===== src/rtl/multicycle_control_pkg.sv =====
`default_nettype none
// +--------------------------------------------------------------------------+
// | ctrl_pkg                                                                 |
// | Shared types and constants for the multicycle control unit: FSM state    |
// | encoding, opcode class encoding, opcode values and ALUOp encodings.      |
// | Ports: none (package).                                                   |
// | Revision: 1.0 - initial release                                          |
// +--------------------------------------------------------------------------+
package ctrl_pkg;

  typedef enum logic [2:0] {
    ST_FETCH  = 3'd0,
    ST_DECODE = 3'd1,
    ST_EXEC   = 3'd2,
    ST_MEM    = 3'd3,
    ST_WB     = 3'd4,
    ST_HALT   = 3'd5
  } state_t;

  typedef enum logic [2:0] {
    CL_ALU     = 3'd0,
    CL_LOAD    = 3'd1,
    CL_STORE   = 3'd2,
    CL_BRANCH  = 3'd3,
    CL_JUMP    = 3'd4,
    CL_HALT    = 3'd5,
    CL_ILLEGAL = 3'd6
  } opclass_t;

  // Opcode values, right-aligned within the OPW-wide opcode field.
  localparam logic [3:0] OP_ATYPE = 4'b0000;
  localparam logic [3:0] OP_LW    = 4'b1000;
  localparam logic [3:0] OP_SW    = 4'b1011;
  localparam logic [3:0] OP_BLT   = 4'b0100;
  localparam logic [3:0] OP_BGT   = 4'b0101;
  localparam logic [3:0] OP_BEQ   = 4'b0110;
  localparam logic [3:0] OP_JMP   = 4'b1100;
  localparam logic [3:0] OP_HALT  = 4'b1111;

  // {ALUOp1,ALUOp0}
  localparam logic [1:0] ALUOP_FUNCT = 2'b00;
  localparam logic [1:0] ALUOP_ADD   = 2'b10;
  localparam logic [1:0] ALUOP_CMP   = 2'b01;

endpackage
`default_nettype wire


===== src/rtl/multicycle_control_if.sv =====
`default_nettype none
// +--------------------------------------------------------------------------+
// | multicycle_control_if                                                    |
// | Bundle between the instruction register / memory port and the control   |
// | unit. master = control unit side, slave = datapath side.                 |
// | Signals: opcode, funct, mem_ready (to control); PCWrite, IRWrite,        |
// | Branch, Jump, RegDst, MemtoReg, MemRead, MemWrite, ALUSrc, RegWrite,     |
// | ALUOp, halted, mem_err, instr_count (from control); illegal_op only when |
// | CTRL_ILLEGAL_TRAP_EN is defined.                                         |
// | Revision: 1.0 - initial release                                          |
// +--------------------------------------------------------------------------+
interface multicycle_control_if #(
  parameter int OPW  = 4,
  parameter int FNW  = 4,
  parameter int CNTW = 16
);
  logic [OPW-1:0]  opcode;
  logic [FNW-1:0]  funct;
  logic            mem_ready;
  logic            PCWrite;
  logic            IRWrite;
  logic            Branch;
  logic            Jump;
  logic            RegDst;
  logic            MemtoReg;
  logic            MemRead;
  logic            MemWrite;
  logic            ALUSrc;
  logic            RegWrite;
  logic [1:0]      ALUOp;
  logic            halted;
  logic            mem_err;
  logic [CNTW-1:0] instr_count;
`ifdef CTRL_ILLEGAL_TRAP_EN
  logic            illegal_op;
`endif

  modport master (
    input  opcode, funct, mem_ready,
    output PCWrite, IRWrite, Branch, Jump, RegDst, MemtoReg, MemRead,
           MemWrite, ALUSrc, RegWrite, ALUOp, halted, mem_err, instr_count
`ifdef CTRL_ILLEGAL_TRAP_EN
    , output illegal_op
`endif
  );

  modport slave (
    output opcode, funct, mem_ready,
    input  PCWrite, IRWrite, Branch, Jump, RegDst, MemtoReg, MemRead,
           MemWrite, ALUSrc, RegWrite, ALUOp, halted, mem_err, instr_count
`ifdef CTRL_ILLEGAL_TRAP_EN
    , input illegal_op
`endif
  );
endinterface
`default_nettype wire


===== src/rtl/multicycle_control_opclass.sv =====
`default_nettype none
// +--------------------------------------------------------------------------+
// | ctrl_opclass                                                             |
// | Combinational opcode classifier. Upper opcode bits beyond the 4-bit     |
// | constants must be zero for a match; anything unmatched is ILLEGAL.       |
// | Ports: i_op (OPW) opcode in, o_class (opclass_t) class out.              |
// | Revision: 1.0 - initial release                                          |
// +--------------------------------------------------------------------------+
module ctrl_opclass
  import ctrl_pkg::*;
#(
  parameter int OPW = 4
) (
  input  logic [OPW-1:0] i_op,
  output opclass_t       o_class
);

  always_comb begin
    o_class = CL_ILLEGAL;
    if (i_op == OPW'(OP_ATYPE))
      o_class = CL_ALU;
    else if (i_op == OPW'(OP_LW))
      o_class = CL_LOAD;
    else if (i_op == OPW'(OP_SW))
      o_class = CL_STORE;
    else if (i_op == OPW'(OP_BLT) || i_op == OPW'(OP_BGT) || i_op == OPW'(OP_BEQ))
      o_class = CL_BRANCH;
    else if (i_op == OPW'(OP_JMP))
      o_class = CL_JUMP;
    else if (i_op == OPW'(OP_HALT))
      o_class = CL_HALT;
  end

endmodule
`default_nettype wire


===== src/rtl/multicycle_control.sv =====
`default_nettype none
// +--------------------------------------------------------------------------+
// | multicycle_control                                                       |
// | FETCH/DECODE/EXEC/MEM/WB sequencer with memory-ready stall, timeout trap |
// | and retired-instruction counter.                                         |
// | Ports: clk, rst (async, active-high), bus (multicycle_control_if.master) |
// | Optional: CTRL_ILLEGAL_TRAP_EN - undefined opcodes halt and set          |
// | illegal_op instead of retiring as a NOP.                                 |
// | Revision: 1.0 - initial release                                          |
// +--------------------------------------------------------------------------+
module multicycle_control
  import ctrl_pkg::*;
#(
  parameter int OPW  = 4,
  parameter int FNW  = 4,
  parameter int TMO  = 16,
  parameter int CNTW = 16
) (
  input  logic                  clk,
  input  logic                  rst,
  multicycle_control_if.master  bus
);

  localparam logic [7:0] c_wait_last = 8'(TMO - 1);

  state_t          r_state, w_next;
  logic [OPW-1:0]  r_op;
  logic [OPW-1:0]  w_op_sel;
  opclass_t        w_class;
  logic [7:0]      r_wait;
  logic [CNTW-1:0] r_cnt;
  logic            r_mem_err;
  logic            w_retire;
  logic            w_waiting;
  logic            w_timeout;
  logic [FNW-1:0]  w_funct_unused;

  assign w_funct_unused = bus.funct;

  // DECODE has to branch on the live opcode (op_q is loaded on that same
  // edge); every other state classifies the latched copy, so the outputs
  // never see the opcode input combinationally.
  assign w_op_sel = (r_state == ST_DECODE) ? bus.opcode : r_op;

  ctrl_opclass #(.OPW(OPW)) u_opclass (
    .i_op    (w_op_sel),
    .o_class (w_class)
  );

  assign w_waiting = ((r_state == ST_FETCH) || (r_state == ST_MEM)) && !bus.mem_ready;
  // Counter value TMO-1 marks the TMO-th waiting cycle; ready on that cycle wins.
  assign w_timeout = w_waiting && (r_wait == c_wait_last);

`ifdef CTRL_ILLEGAL_TRAP_EN
  logic w_illegal_set;
  logic r_illegal;
`endif

  // Next state and retire strobe
  always_comb begin
    w_next   = r_state;
    w_retire = 1'b0;
`ifdef CTRL_ILLEGAL_TRAP_EN
    w_illegal_set = 1'b0;
`endif
    case (r_state)
      ST_FETCH: begin
        if (bus.mem_ready)  w_next = ST_DECODE;
        else if (w_timeout) w_next = ST_HALT;
      end
      ST_DECODE: begin
        case (w_class)
          CL_HALT: begin
            w_next   = ST_HALT;
            w_retire = 1'b1;
          end
          CL_ILLEGAL: begin
`ifdef CTRL_ILLEGAL_TRAP_EN
            w_next        = ST_HALT;
            w_illegal_set = 1'b1;
`else
            w_next   = ST_FETCH;
            w_retire = 1'b1;
`endif
          end
          default: w_next = ST_EXEC;
        endcase
      end
      ST_EXEC: begin
        case (w_class)
          CL_ALU:             w_next = ST_WB;
          CL_LOAD, CL_STORE:  w_next = ST_MEM;
          CL_BRANCH, CL_JUMP: begin
            w_next   = ST_FETCH;
            w_retire = 1'b1;
          end
          default:            w_next = ST_FETCH;
        endcase
      end
      ST_MEM: begin
        if (bus.mem_ready) begin
          if (w_class == CL_LOAD) begin
            w_next = ST_WB;
          end else begin
            w_next   = ST_FETCH;
            w_retire = 1'b1;
          end
        end else if (w_timeout) begin
          w_next = ST_HALT;
        end
      end
      ST_WB: begin
        w_next   = ST_FETCH;
        w_retire = 1'b1;
      end
      ST_HALT: w_next = ST_HALT;
      default: w_next = ST_FETCH;
    endcase
  end

  // Datapath controls
  always_comb begin
    bus.PCWrite  = 1'b0;
    bus.IRWrite  = 1'b0;
    bus.Branch   = 1'b0;
    bus.Jump     = 1'b0;
    bus.RegDst   = 1'b0;
    bus.MemtoReg = 1'b0;
    bus.MemRead  = 1'b0;
    bus.MemWrite = 1'b0;
    bus.ALUSrc   = 1'b0;
    bus.RegWrite = 1'b0;
    bus.ALUOp    = ALUOP_FUNCT;
    case (r_state)
      ST_FETCH: begin
        bus.MemRead = 1'b1;
        bus.PCWrite = bus.mem_ready;
        bus.IRWrite = bus.mem_ready;
      end
      ST_EXEC: begin
        case (w_class)
          CL_LOAD, CL_STORE: begin
            bus.ALUOp  = ALUOP_ADD;
            bus.ALUSrc = 1'b1;
          end
          CL_BRANCH: begin
            bus.Branch = 1'b1;
            bus.ALUOp  = ALUOP_CMP;
          end
          CL_JUMP: bus.Jump = 1'b1;
          default: ;
        endcase
      end
      ST_MEM: begin
        bus.MemRead  = (w_class == CL_LOAD);
        bus.MemWrite = (w_class == CL_STORE);
      end
      ST_WB: begin
        bus.RegWrite = 1'b1;
        bus.RegDst   = (w_class == CL_ALU);
        bus.MemtoReg = (w_class == CL_LOAD);
      end
      default: ;
    endcase
  end

  always_ff @(posedge clk or posedge rst) begin
    if (rst) begin
      r_state   <= ST_FETCH;
      r_op      <= '0;
      r_wait    <= '0;
      r_cnt     <= '0;
      r_mem_err <= 1'b0;
    end else begin
      r_state <= w_next;
      if (r_state == ST_DECODE) r_op <= bus.opcode;
      // Any state change clears the counter, so entry to FETCH/MEM starts at 0.
      if (w_next != r_state) r_wait <= '0;
      else if (w_waiting)    r_wait <= r_wait + 8'd1;
      if (w_timeout) r_mem_err <= 1'b1;
      if (w_retire)  r_cnt     <= r_cnt + 1'b1;
    end
  end

`ifdef CTRL_ILLEGAL_TRAP_EN
  always_ff @(posedge clk or posedge rst) begin
    if (rst)                r_illegal <= 1'b0;
    else if (w_illegal_set) r_illegal <= 1'b1;
  end
  assign bus.illegal_op = r_illegal;
`endif

  assign bus.halted      = (r_state == ST_HALT);
  assign bus.mem_err     = r_mem_err;
  assign bus.instr_count = r_cnt;

endmodule
`default_nettype wire


===== src/flat_wrapper.sv =====
// flat-port wrapper written by rule: the top's interface ports become plain ports
module multicycle_control_flat import ctrl_pkg::*;
#(
  parameter int OPW  = 4,
  parameter int FNW  = 4,
  parameter int TMO  = 16,
  parameter int CNTW = 16
)
  (clk, rst, bus_opcode, bus_funct, bus_mem_ready, bus_PCWrite, bus_IRWrite, bus_Branch, bus_Jump, bus_RegDst, bus_MemtoReg, bus_MemRead, bus_MemWrite, bus_ALUSrc, bus_RegWrite, bus_ALUOp, bus_halted, bus_mem_err, bus_instr_count);
  multicycle_control_if #(.OPW(OPW), .FNW(FNW), .CNTW(CNTW)) bus_i ();
  input  logic clk;
  input  logic rst;
  input wire logic [$bits(bus_i.opcode)-1:0] bus_opcode;
  input wire logic [$bits(bus_i.funct)-1:0] bus_funct;
  input wire logic [$bits(bus_i.mem_ready)-1:0] bus_mem_ready;
  output wire logic [$bits(bus_i.PCWrite)-1:0] bus_PCWrite;
  output wire logic [$bits(bus_i.IRWrite)-1:0] bus_IRWrite;
  output wire logic [$bits(bus_i.Branch)-1:0] bus_Branch;
  output wire logic [$bits(bus_i.Jump)-1:0] bus_Jump;
  output wire logic [$bits(bus_i.RegDst)-1:0] bus_RegDst;
  output wire logic [$bits(bus_i.MemtoReg)-1:0] bus_MemtoReg;
  output wire logic [$bits(bus_i.MemRead)-1:0] bus_MemRead;
  output wire logic [$bits(bus_i.MemWrite)-1:0] bus_MemWrite;
  output wire logic [$bits(bus_i.ALUSrc)-1:0] bus_ALUSrc;
  output wire logic [$bits(bus_i.RegWrite)-1:0] bus_RegWrite;
  output wire logic [$bits(bus_i.ALUOp)-1:0] bus_ALUOp;
  output wire logic [$bits(bus_i.halted)-1:0] bus_halted;
  output wire logic [$bits(bus_i.mem_err)-1:0] bus_mem_err;
  output wire logic [$bits(bus_i.instr_count)-1:0] bus_instr_count;
  assign bus_i.opcode = bus_opcode;
  assign bus_i.funct = bus_funct;
  assign bus_i.mem_ready = bus_mem_ready;
  assign bus_PCWrite = bus_i.PCWrite;
  assign bus_IRWrite = bus_i.IRWrite;
  assign bus_Branch = bus_i.Branch;
  assign bus_Jump = bus_i.Jump;
  assign bus_RegDst = bus_i.RegDst;
  assign bus_MemtoReg = bus_i.MemtoReg;
  assign bus_MemRead = bus_i.MemRead;
  assign bus_MemWrite = bus_i.MemWrite;
  assign bus_ALUSrc = bus_i.ALUSrc;
  assign bus_RegWrite = bus_i.RegWrite;
  assign bus_ALUOp = bus_i.ALUOp;
  assign bus_halted = bus_i.halted;
  assign bus_mem_err = bus_i.mem_err;
  assign bus_instr_count = bus_i.instr_count;
  multicycle_control #(.OPW(OPW), .FNW(FNW), .TMO(TMO), .CNTW(CNTW)) u_core (.clk(clk), .rst(rst), .bus(bus_i));
endmodule

===== config.mk =====
export PLATFORM = sky130hd
export DESIGN_NAME = multicycle_control_flat
export DESIGN_NICKNAME = d
export VERILOG_FILES = /design/src/rtl/multicycle_control_pkg.sv /design/src/rtl/multicycle_control_if.sv /design/src/rtl/multicycle_control_opclass.sv /design/src/rtl/multicycle_control.sv /design/src/flat_wrapper.sv
export SDC_FILE = /design/constraint.sdc
export NUM_CORES = 1
export LEC_CHECK = 0
export BUFFER_PORTS_ARGS = -buffer_cell sky130_fd_sc_hd__buf_2
export CORE_AREA = 4 4 73 75
export CTS_CLUSTER_SIZE = 16
export DETAILED_ROUTE_END_ITERATION = 8
export DIE_AREA = 0 0 77 79
export GPL_ROUTABILITY_DRIVEN = 0
export PLACE_DENSITY = 0.71
export SYNTH_ARGS = -nofsm -noshare
export SYNTH_HDL_FRONTEND = slang
export SYNTH_SLANG_ARGS = --single-unit

===== constraint.sdc =====
create_clock -name clk -period 5.1 [get_ports clk]
set_input_delay 1.02 -clock clk [delete_from_list [all_inputs] [get_ports clk]]
set_output_delay 1.02 -clock clk [all_outputs]
set_load 0.03 [all_outputs]

== Word-level counts from Yosys, hierarchy flattened ==
Index checks and enable logic that the tools add are counted.

* Add/subtract/negate cells: 2
* Reduce and logical (&&, ||, !) cells: 13
* Multiplexer cells: 35
* Equal/unequal tests: 20

{| class="wikitable"
|+ Operator list
! cell !! count
|-
| $mux 3 || 8
|-
| $add 16x1->16 const B || 1
|-
| $eq 4x4->1 const B || 4
|-
| $mux 8 || 2
|-
| $eq 3x3->1 const B || 5
|-
| $mux 1 || 15
|-
| $pmux 3 s5 || 1
|-
| $eq 3x2->1 const B || 4
|-
| $eq 4x3->1 const B || 3
|-
| $pmux 3 s2 || 2
|-
| $add 8x1->8 const B || 1
|-
| $eq 8x4->1 const B || 1
|-
| $eq 3x1->1 const B || 2
|-
| $logic_not 3->1 || 2
|-
| $mux 2 || 3
|-
| $reduce_or 2->1 || 3
|-
| $logic_not 4->1 || 1
|-
| $mux 4 || 1
|-
| $pmux 1 s4 || 1
|-
| $pmux 2 s2 || 1
|-
| $logic_or 1x1->1 || 3
|-
| $ne 3x3->1 || 1
|-
| $logic_and 1x1->1 || 2
|-
| $pmux 1 s2 || 1
|-
| 2 further kinds || 2
|}

* Input bits: 11
* Word-level logic and storage cells: 75
* Register bits: 32

== Logic depth before layout (Yosys ltp) ==
Gate-level depths: netlist of run 1.

* Word-level depth: 15
* Depth in mapped cells: 8
* Mapped depth without buffers: 7

== Modules after synthesis ==
From an unflattened synthesis of run 1, not the netlist that was laid out.

* Cells, all modules: 195
* Area, all modules: 1898.1 um^2

{| class="wikitable"
|+ By module, submodules not included
! module !! area each (um^2) !! times used !! cells each
|-
| multicycle_control || 1819.2 || 1 || 184
|-
| ctrl_opclass || 78.8 || 1 || 11
|}

== Worst setup path after synthesis of run 1 ==
OpenSTA, ideal clock, no wires.

* Path type: input-to-output
* Start point: input bus_mem_ready
* End point: output bus_PCWrite
* Data required time: 4080 ps
* Data arrival time: 2463 ps
* Cell stages on the path: 4
* Buffers on the path: 2
* Path slack: 1617 ps
* Cells stage by stage: clkdlybuf4s18_1 inv_1 nor3_1 buf_4

* Word-level cells in the longest chain between the ends: 1

{| class="wikitable"
|+ RTL lines
! item !! RTL line !! RTL
|-
| from (decl) || flat_wrapper.sv:15 || <nowiki>input wire logic [$bits(bus_i.mem_ready)-1:0] bus_mem_ready;</nowiki>
|-
| $mux 1 || -- ||
|-
| to (decl) || flat_wrapper.sv:16 || <nowiki>output wire logic [$bits(bus_i.PCWrite)-1:0] bus_PCWrite;</nowiki>
|}

Every way passes these cells.

== Worst setup path after layout of run 1 ==
* Start point: register u_core.r_state[0]
* End point: output bus_Jump

* Word-level cells in the longest chain between the ends: 12

{| class="wikitable"
|+ RTL lines
! item !! RTL line !! RTL
|-
| from (decl) || multicycle_control.sv:26 || <nowiki>state_t r_state, w_next;</nowiki>
|-
| from (signal assigned) || multicycle_control.sv:175 || <nowiki>r_state <= w_next;</nowiki>
|-
| $eq 3x1->1 (*) || multicycle_control.sv:43 || <nowiki>assign w_op_sel = (r_state == ST_DECODE) ? bus.opcode : r_op;</nowiki>
|-
| $mux 4 (*) || -- ||
|-
| named net u_core.u_opclass.i_op[3] || multicycle_control_opclass.sv:14 || <nowiki>input logic [OPW-1:0] i_op,</nowiki>
|-
| $eq 4x4->1 or $eq 4x3->1 (tied branches) || multicycle_control_opclass.sv:30, multicycle_control_opclass.sv:26 ||
|-
| $mux 2 or $logic_or 1x1->1 (tied branches) || multicycle_control_opclass.sv:30, multicycle_control_opclass.sv:26 ||
|-
| $mux 2 or $logic_or 1x1->1 (tied branches) || multicycle_control_opclass.sv:28, multicycle_control_opclass.sv:26 ||
|-
| $mux 3 || multicycle_control_opclass.sv:26 || <nowiki>else if (i_op == OPW'(OP_BLT) || i_op == OPW'(OP_BGT) || i_op == OPW'(OP_BEQ))</nowiki>
|-
| $mux 3 || multicycle_control_opclass.sv:24 || <nowiki>else if (i_op == OPW'(OP_SW))</nowiki>
|-
| $mux 3 || multicycle_control_opclass.sv:22 || <nowiki>else if (i_op == OPW'(OP_LW))</nowiki>
|-
| $mux 3 (*) || multicycle_control_opclass.sv:20 || <nowiki>if (i_op == OPW'(OP_ATYPE))</nowiki>
|-
| $eq 3x3->1 (*) || multicycle_control.sv:141 || <nowiki>case (w_class)</nowiki>
|-
| $mux 1 (*) || multicycle_control.sv:141 ||
|-
| $mux 1 (*) || multicycle_control.sv:134 || <nowiki>case (r_state)</nowiki>
|-
| to (decl) || flat_wrapper.sv:19 || <nowiki>output wire logic [$bits(bus_i.Jump)-1:0] bus_Jump;</nowiki>
|}

Mark *: on every way through the listed nets, which the timed path passes. The rest lies on a longest branch.

==> results.py, run 1 <==
metrics = {
    "cts": {
        "clkTransAtPathRegs_ps": 60,
        "clockBufferDepth": 2,
        "cts_setup_buffers": 0,
        "cts_root_buf": "clkbuf_8",
        "postCtsHoldBufs": 0,
        "htree_levels": 2,
        "clkLatencyLatePin_ps": 280,
        "numCtsBuffers": 5,
        "cts_tree": "done",
        "cts-resized-gates": 0,
        "cts_sinks": 32,
    },
    "power": {
        "seq_power_share": 0.388,
        "p_comb_frac": 0.418,
        "pwr-share-clk": 0.194,
        "swShare": 0.432,
        "powerDensity_nw_per_um2": 477,
        "internal_power_mw": 0.568,
        "leakagePower_nw": 1.02,
        "vdd_drop_max_mv": 0.231,
        "power_switching_mw": 0.432,
    },
    "die": {
        "die_height_microns": 79,
        "io_pins": 41,
        "die_w_microns": 77,
        "rows": 25,
        "start_util": 0.391,
        "core_area_sq_um": 4660,
        "die-area_sq_um": 6080,
    },
    "sta": {
        "worstMarginPinSlew_ps": 600,
        "hold_viol": 0,
        "period_share": 0.629,
        "finalSetupTns_ps": 0,
        "fmax_ghz": 0.312,
        "setup_violations": 0,
        "min_period_ps": 3210,
        "max-slew-margin-rel": 0.598,
        "rsz0062_at_grt": "no",
        "fin_skew_ps": 3.09,
        "maxSlewViolCount": 0,
    },
    "global_route": {
        "grt_pass1_vias": 1384,
        "grt_max_degree": 33,
        "grt_usage": 0.133,
        "antenna_found_initial": 0,
        "gr-total-overflow": 0,
        "grt_pass1_wl_microns": 6550,
    },
    "worst_setup_path": {
        "path_buf_inv": 2,
        "r2r-start": "u_core.r_op[2]",
        "worstReg2RegEnd": "u_core.bus.instr_count[6]",
        "path_class": "flip-flop to output port",
        "startpoint_type": "flip-flop",
        "end_kind": "output port",
        "cp_cell_sequence": "inv_1 -> nor3_2 -> mux2_2 -> nor4b_1 -> buf_2",
        "slowest_stage": "dfrtp_1",
        "worst_path_dominant_cell_family": "simple AND/OR/NAND/NOR gates",
        "worstPathRequired_ps": 4080,
        "rrSetupSlack_ps": 3020,
        "crit_cells": 5,
        "r2r_cells": 6,
        "slowest_delay_ps": 520,
        "critPathMaxFanout": 11,
        "arrival_ps": 2190,
    },
    "layout": {
        "regArea_sq_um": 801,
        "multiInputGateArea_sq_um": 930,
        "nets": 235,
        "layout-drive-gt1-share": 0.251,
        "diodes": 0,
        "areaGrowthSynthToFinish_pct": 14.8,
        "fill_cells": 448,
        "final_cell_mix": "buf_2 (36), dfrtp_1 (32), nor2_1 (21), nand2_1 (19), xor2_1 (13)",
        "final_common_cell": "buf_2",
        "post-route-util": 0.449,
    },
    "yosys": {
        "synthSimpleGateAreaFrac": 0.273,
        "yosysWarnings": 0,
        "postSynthCellCount": 187,
        "synth_area_sq_um": 1820,
        "ys_seq_elements": 32,
        "muxShareOfSynthArea": 0.0302,
        "synth_top_family_by_area": "simple AND/OR/NAND/NOR gates",
        "yosys.area_share.xor_xnor": 0.110,
        "yosysSeqAreaShare": 0.439,
        "syn_nets": 200,
        "synth_adder_area_share": 0.0192,
        "synth_compound_area_frac": 0.0768,
        "yosysUniqueCellTypes": 45,
        "synth.avg_cell_area_sq_um": 9.76,
    },
    "placed_design": {
        "dpl.hpwl_microns": 2760,
        "port_buffers": 36,
    },
    "worst_hold_path": {
        "hold_path_depth": 1,
        "holdPathEnd": "u_core.bus.instr_count[15]",
        "min_from": "u_core.bus.instr_count[15]",
        "hp-class": "flip-flop to flip-flop",
    },
    "detailed_routing": {
        "drtPass1Iterations": 4,
        "wl_met2_microns": 1750,
        "via_count": 1466,
        "ant_nets": 0,
        "wl_met1_microns": 1610,
        "drc": 0,
        "routed.top_layer": "met4",
        "route.met3.wl_microns": 261,
        "vias_per_cell": 5.29,
        "drt_iter0_markers": 85,
        "totalWireLength_microns": 3670,
        "wl_per_cell_microns": 13.3,
    },
    "job": {
        "drv_cap": 0,
    },
    "status": {
        "status": "finished clean",
    },
}
-- worst reg2reg max path: cells and delay by family, from the launching register on --
kind             cells  cell delay, ps
XOR/XNOR             1             150
flip-flops           1             400
AND/OR/NAND/NOR      3             680
AO/OA/AOI/OAI        2             720
-- worst max path at each step --
stage                     slack, ps         startpoint          end
after floorplan                1620      bus_mem_ready  bus_PCWrite
after global placement         2180  u_core.r_state[0]     bus_Jump
after detailed placement       2200  u_core.r_state[0]     bus_Jump
after CTS                      1880  u_core.r_state[0]     bus_Jump
after global routing           1740  u_core.r_state[0]     bus_Jump
final                          1890  u_core.r_state[0]     bus_Jump
-- registers in the layout, summed over array words and instances, names as in the netlist --
register and count:
u_core.r_op 4, u_core.r_wait 8, u_core.bus.instr_count 16, u_core.bus.mem_err 1
u_core.r_state 3
-- logic make-up after synthesis --
kind of cell,Yosys count
buffers and inverters,14
adders and majority gates,3
muxes,5
xor gates and xnor gates,23
and+or+nand+nor,91
AOI/OAI and AO/OA,19
DFF,32
-- metrics by stage --
step | setup WS [ps] | hold slack [ps] | area [sq um] | total power, mW | std cells
2_1_floorplan | 1620 | 501 | 1820 | 0.733 | 187
3_3_place_gp | 2180 | 449 | 2000 | 0.799 | 269
3_5_place_dp | 2200 | 457 | 2000 | 0.813 | 269
4_1_cts | 1880 | 474 | 2090 | 1.01 | 277
5_1_grt | 1740 | 484 | 2090 | 1.08 | 277
6_report | 1890 | 468 | 2090 | 1.00 | 277
-- power groups by stage --
stage                     clock [mW]  combinational (mW)  sequential (mW)
after floorplan                    0               0.350            0.382
after global placement             0               0.412            0.387
after detailed placement           0               0.422            0.391
after CTS                      0.202               0.423            0.387
after global routing           0.214               0.464            0.401
final                          0.194               0.418            0.388
-- cell usage after synthesis, drive strengths merged --
master         number  area [sq um]
dfrtp              32           801
nor2               21          78.8
nand2              19          71.3
xor2               13           114
nor3               10          55.1
xnor2              10          87.6
nand3               8          40.0
buf                 7          61.3
nand4               7          43.8
a21oi               6          41.3
inv                 5          18.8
nand2b              5          41.3
mux2                4          45.0
and3                3          18.8
and4                3          26.3
nor3b               3          22.5
nor4                3          33.8
o211ai              3          22.5
ha                  2          25.0
nor2b               2          12.5
o21ai               2          10.0
o31ai               2          15.0
or2                 2          12.5
a2111o              1          11.3
a21o                1          8.76
a311o               1          11.3
a31oi               1          6.26
and2                1          6.26
clkbuf              1          3.75
clkdlybuf4s18       1          10.0
maj3                1          10.0
mux2i               1          10.0
nand4b              1          8.76
nand4bb             1          11.3
nor4b               1          8.76
o21bai              1          7.51
o22ai               1          6.26
or3                 1          6.26
-- layer usage --
layer / vias to the layer above / global-route usage
met5: - / 0
met4: 0 / 0.0480
met3: 7 / 0.0431
met2: 45 / 0.206
met1: 693 / 0.175
li1: 721 / -
-- layout make-up --
cell class | count | area share
flip-flops and latches | 32 | 0.382
inverters | 5 | 0.00896
clock buffers | 8 | 0.0430
well taps | 54 | 0.0323
repair buffers | 37 | 0.0896
multi-input cells | 141 | 0.444
No activity file was read; power rests on OpenSTA's default activity.
==> run 2, diff against run 1 <==
- PLACE_DENSITY: 0.71 -> 0.73
- clock period: 5.1 -> 2.6 ns (I/O delays scaled with it)
==> run 2 against run 1 <==
Cell area up 0.42%. Clock-buffer cell count down 2. First-iteration DRC count fell by 62%. Wire length rose by 0.98%. Combinational power is 100% higher. Hold slack got worse by 160 ps. Critical path type unchanged. Largest cell class unchanged. Largest power group unchanged.
==> results.py, run 2 (same netlist as run 1, synthesis figures left out) <==
metrics = {
    "detailed_routing": {
        "vias_per_cell": 5.26,
        "ant_nets": 0,
        "drtPass1Iterations": 4,
        "drc": 0,
        "totalWireLength_microns": 3710,
        "wl_per_cell_microns": 13.3,
        "via_count": 1461,
        "drt_iter0_markers": 32,
    },
    "sta": {
        "fmax_ghz": 0.423,
        "min_period_ps": 2360,
        "finalSetupTns_ps": 0,
        "setup_violations": 0,
        "worstMarginPinSlew_ps": 596,
        "rsz0062_at_grt": "no",
        "maxSlewViolCount": 0,
        "fin_skew_ps": 5.98,
        "hold_viol": 0,
        "period_share": 0.910,
        "max-slew-margin-rel": 0.599,
        "hold-worst-slack_ps": 309,
    },
    "worst_setup_path": {
        "rrSetupSlack_ps": 490,
        "worstPathRequired_ps": 2080,
        "startpoint_type": "flip-flop",
        "end_kind": "output port",
        "path_class": "flip-flop to output port",
        "worstReg2RegEnd": "u_core.r_wait[7]",
        "r2r_cells": 7,
        "critPathMaxFanout": 11,
        "crit_end": "bus_Jump",
        "r2r-start": "u_core.r_state[1]",
        "cp-startpoint": "u_core.r_state[0]",
        "arrival_ps": 1840,
    },
    "layout": {
        "layout-drive-gt1-share": 0.263,
        "nets": 237,
        "areaGrowthSynthToFinish_pct": 15.3,
        "design_area_sq_um": 2100,
        "fill_cells": 456,
        "largest_reg_flops": 16,
        "post-route-util": 0.451,
        "final_common_cell": "buf_2",
        "final_cell_mix": "buf_2 (36), dfrtp_1 (32), nor2_1 (21), nand2_1 (19), xor2_1 (13)",
        "diodes": 0,
    },
    "cts": {
        "cts_root_buf": "clkbuf_8",
        "clkTransAtPathRegs_ps": 60,
        "htree_levels": 2,
        "cts_tree": "done",
        "cts-resized-gates": 0,
        "postCtsHoldBufs": 0,
        "cts_sinks": 32,
        "clkLatencyLatePin_ps": 280,
        "cts_setup_buffers": 0,
        "clockBufferDepth": 2,
        "numCtsBuffers": 5,
    },
    "global_route": {
        "grt_usage": 0.135,
        "antenna_found_initial": 0,
        "grt_pass1_wl_microns": 6780,
        "grt_pass1_vias": 1443,
        "gr-total-overflow": 0,
        "grt_max_degree": 33,
    },
    "placed_design": {
        "port_buffers": 36,
        "post_dp_cell_area_sq_um": 2030,
        "dpl.hpwl_microns": 2770,
    },
    "status": {
        "status": "finished clean",
    },
    "power": {
        "total_power_mw": 1.95,
        "powerDensity_nw_per_um2": 929,
        "leakagePower_nw": 1.03,
        "vdd_drop_max_mv": 0.521,
    },
    "die": {
        "die_w_microns": 77,
        "io_pins": 41,
        "core_area_sq_um": 4660,
        "start_util": 0.391,
        "die_height_microns": 79,
        "rows": 25,
        "die-area_sq_um": 6080,
    },
    "worst_hold_path": {
        "hp-class": "input pin to asynchronous set/reset pin",
    },
    "job": {
        "drv_cap": 0,
    },
}
run 2: cell count changes in the layout (fill, tap and decap cells not counted):
cell / before / now
buf_4: 1 / 3
clkbuf_8: 6 / 5
clkbuf_1: 2 / 1
clkinv_2: 0 / 1
nor4b_2: 0 / 1
nor4b_1: 1 / 0
run 2: per-layer routing:
layer | track usage | vias to the layer above | routed length, microns
met5 | 0 | - | 0
li1 | - | 725 | -
met3 | 0.0408 | 5 | 243
met4 | 0.0374 | 0 | 23
met2 | 0.218 | 33 | 1710
met1 | 0.178 | 698 | 1740
run 2: critical path: stages (launching register included):
cell and delay, ps:
dfrtp_1 520, inv_1 130, nor3_2 190, mux2_2 370
nor4b_2 160, buf_2 180
run 2: layout make-up:
cell class	count	area, sq um	share of cell area
clock buffer	6	72.6	0.0345
clock inverter	1	5.00	0.00238
inverter	5	18.8	0.00892
multi-input combinational	141	936	0.445
sequential	32	801	0.381
tap	54	67.6	0.0321
timing repair buffer	39	203	0.0964
run 2: worst min-delay path by stage:
| stage | start | end | slack (ps) | cells past startpoint |
|---|---|---|---|---|
| 6_report | rst | u_core.bus.instr_count[6] | 310 | 3 |
| 3_3_place_gp | u_core.bus.instr_count[15] | u_core.bus.instr_count[15] | 450 | 1 |
| 3_5_place_dp | u_core.bus.mem_err | u_core.bus.mem_err | 450 | 1 |
| 4_1_cts | rst | u_core.r_wait[2] | 320 | 3 |
| 5_1_grt | rst | u_core.r_wait[2] | 360 | 3 |
| 2_1_floorplan | u_core.r_wait[7] | u_core.r_wait[7] | 500 | 2 |
run 2: report_power, final:
part	switching (mW)	internal, mW	leakage (nW)
clock	0.171	0.182	0.0410
combinational	0.512	0.327	0.560
sequential	0.170	0.592	0.428
total	0.854	1.10	1.03
run 2: metrics by stage:
| stage | cells | setup slack, ps |
|---|---|---|
| 2_1_floorplan | 187 | 117 |
| 3_3_place_gp | 271 | 528 |
| 3_5_place_dp | 271 | 511 |
| 4_1_cts | 278 | 241 |
| 5_1_grt | 278 | 121 |
| 6_report | 278 | 235 |
==> run 3, diff against run 2 <==
- CORE_AREA: 4 4 73 75 -> 4 4 67 69
- DIE_AREA: 0 0 77 79 -> 0 0 71 73
- PLACE_DENSITY: 0.73 -> 0.83
==> run 3 against run 2 <==
Clock-buffer cell count grew 1. Maximum frequency grew 1.1%. Wire length is 0.46% higher. Setup slack improved by 25 ps. Register-to-register slack about the same. First-iteration DRC count increased to 5.2 times the previous value. Non-clock buffer count stayed put. Hold slack got worse by 3.6 ps. Via count grew 0.89%. Sequential power about the same.
==> results.py, run 3 (same netlist as run 1, synthesis figures left out) <==
metrics = {
    "worst_setup_path": {
        "cp-startpoint": "u_core.r_state[0]",
        "path_class": "flip-flop to output port",
        "end_kind": "output port",
        "startpoint_type": "flip-flop",
        "worstPathRequired_ps": 2080,
        "arrival_ps": 1820,
        "r2r-start": "u_core.r_state[1]",
        "critPathMaxFanout": 11,
    },
    "die": {
        "die_w_microns": 71,
        "io_pins": 41,
        "start_util": 0.466,
        "core_area_sq_um": 3910,
        "rows": 23,
        "die-area_sq_um": 5180,
        "die_height_microns": 73,
    },
    "power": {
        "internal_power_mw": 1.26,
        "vdd_drop_max_mv": 0.710,
        "seq_power_share": 0.358,
        "swShare": 0.408,
        "powerDensity_nw_per_um2": 989,
        "leakagePower_nw": 1.05,
        "p_comb_frac": 0.397,
        "total_power_mw": 2.12,
        "pwr-share-clk": 0.245,
        "power_switching_mw": 0.866,
    },
    "job": {
        "drv_cap": 0,
    },
    "sta": {
        "fin_skew_ps": 6.76,
        "hold_viol": 0,
        "finalWorstSetupSlack_ps": 261,
        "hold-worst-slack_ps": 305,
        "worstMarginPinSlew_ps": 510,
        "setup_violations": 0,
        "finalSetupTns_ps": 0,
        "maxSlewViolCount": 0,
        "period_share": 0.900,
        "min_period_ps": 2340,
        "rsz0062_at_grt": "no",
        "max-slew-margin-rel": 0.657,
        "fmax_ghz": 0.427,
    },
    "layout": {
        "multiInputGateArea_sq_um": 936,
        "areaGrowthSynthToFinish_pct": 17.7,
        "fill_cells": 375,
        "nets": 237,
        "final_common_cell": "buf_2",
        "largest_reg_flops": 16,
        "diodes": 0,
        "post-route-util": 0.549,
        "regArea_sq_um": 801,
        "layout-drive-gt1-share": 0.271,
        "fin_cells": 275,
        "final_cell_mix": "buf_2 (36), dfrtp_1 (32), nor2_1 (21), nand2_1 (19), xor2_1 (13)",
        "design_area_sq_um": 2150,
    },
    "cts": {
        "postCtsHoldBufs": 0,
        "cts_root_buf": "clkbuf_8",
        "clkLatencyLatePin_ps": 290,
        "cts_tree": "done",
        "cts-resized-gates": 0,
        "cts_setup_buffers": 0,
        "clockBufferDepth": 2,
        "htree_levels": 2,
        "cts_sinks": 32,
        "numCtsBuffers": 5,
        "clkTransAtPathRegs_ps": 60,
    },
    "detailed_routing": {
        "vias_per_cell": 5.36,
        "drt_iter0_markers": 167,
        "wl_per_cell_microns": 13.5,
        "drc": 0,
        "drtPass1Iterations": 4,
        "ant_nets": 0,
        "via_count": 1474,
        "totalWireLength_microns": 3730,
    },
    "placed_design": {
        "dpl.cell_count": 267,
        "dpl_worst_slack_ps": 489,
        "port_buffers": 36,
        "post_dp_cell_area_sq_um": 2020,
        "dpl.hpwl_microns": 2770,
    },
    "global_route": {
        "grt_pass1_wl_microns": 6430,
        "grt_pass1_vias": 1401,
        "grt_max_degree": 33,
        "antenna_found_initial": 0,
        "grt_usage": 0.157,
        "gr-total-overflow": 0,
    },
    "worst_hold_path": {
        "hp-class": "input pin to asynchronous set/reset pin",
    },
    "status": {
        "status": "finished clean",
    },
}
run 3: cell count changes in the layout (fill, tap and decap cells not counted), sizes merged:
cell	before	now
bufinv	0	1
clkinv	1	0
clkbuf	6	7
run 3: routing by layer:
metal / wire length [microns] / track usage / vias to the layer above
met5: 0 / 0 / -
met4: 49 / 0.0564 / 0
met3: 256 / 0.0496 / 6
met2: 1780 / 0.239 / 48
met1: 1640 / 0.210 / 696
li1: - / - / 724
run 3: final cells by class:
cell class / count / area share
Multi-Input combinational cell: 141 / 0.436
Inverter: 5 / 0.00874
Sequential cell: 32 / 0.373
Tap cell: 50 / 0.0291
Clock inverter: 1 / 0.0140
Timing Repair Buffer: 39 / 0.0944
Clock buffer: 7 / 0.0449
run 3: power by group through the flow:
stage,logic (mW),clock network (mW),registers (mW)
final,0.842,0.521,0.760
after global routing,0.927,0.558,0.787
after CTS,0.850,0.532,0.757
after detailed placement,0.847,0,0.767
after global placement,0.831,0,0.762
after floorplan,0.692,0,0.750
run 3: worst paths after layout:
kind | depth (start not counted) | slack, ps | to
max | 5 | 260 | bus_Jump
min | 3 | 310 | u_core.r_wait[2]
max reg2reg | 7 | 480 | u_core.r_wait[6]
min reg2reg | 1 | 470 | u_core.bus.instr_count[15]
max in group asynchronous | 3 | 2010 | u_core.r_wait[5]
min in group clk | 1 | 470 | u_core.bus.instr_count[15]
run 3: worst max-delay path: stages (launching register included):
cell	delay [ps]
dfrtp_1	530
inv_1	140
nor3_2	160
mux2_2	370
nor4b_2	150
buf_2	180
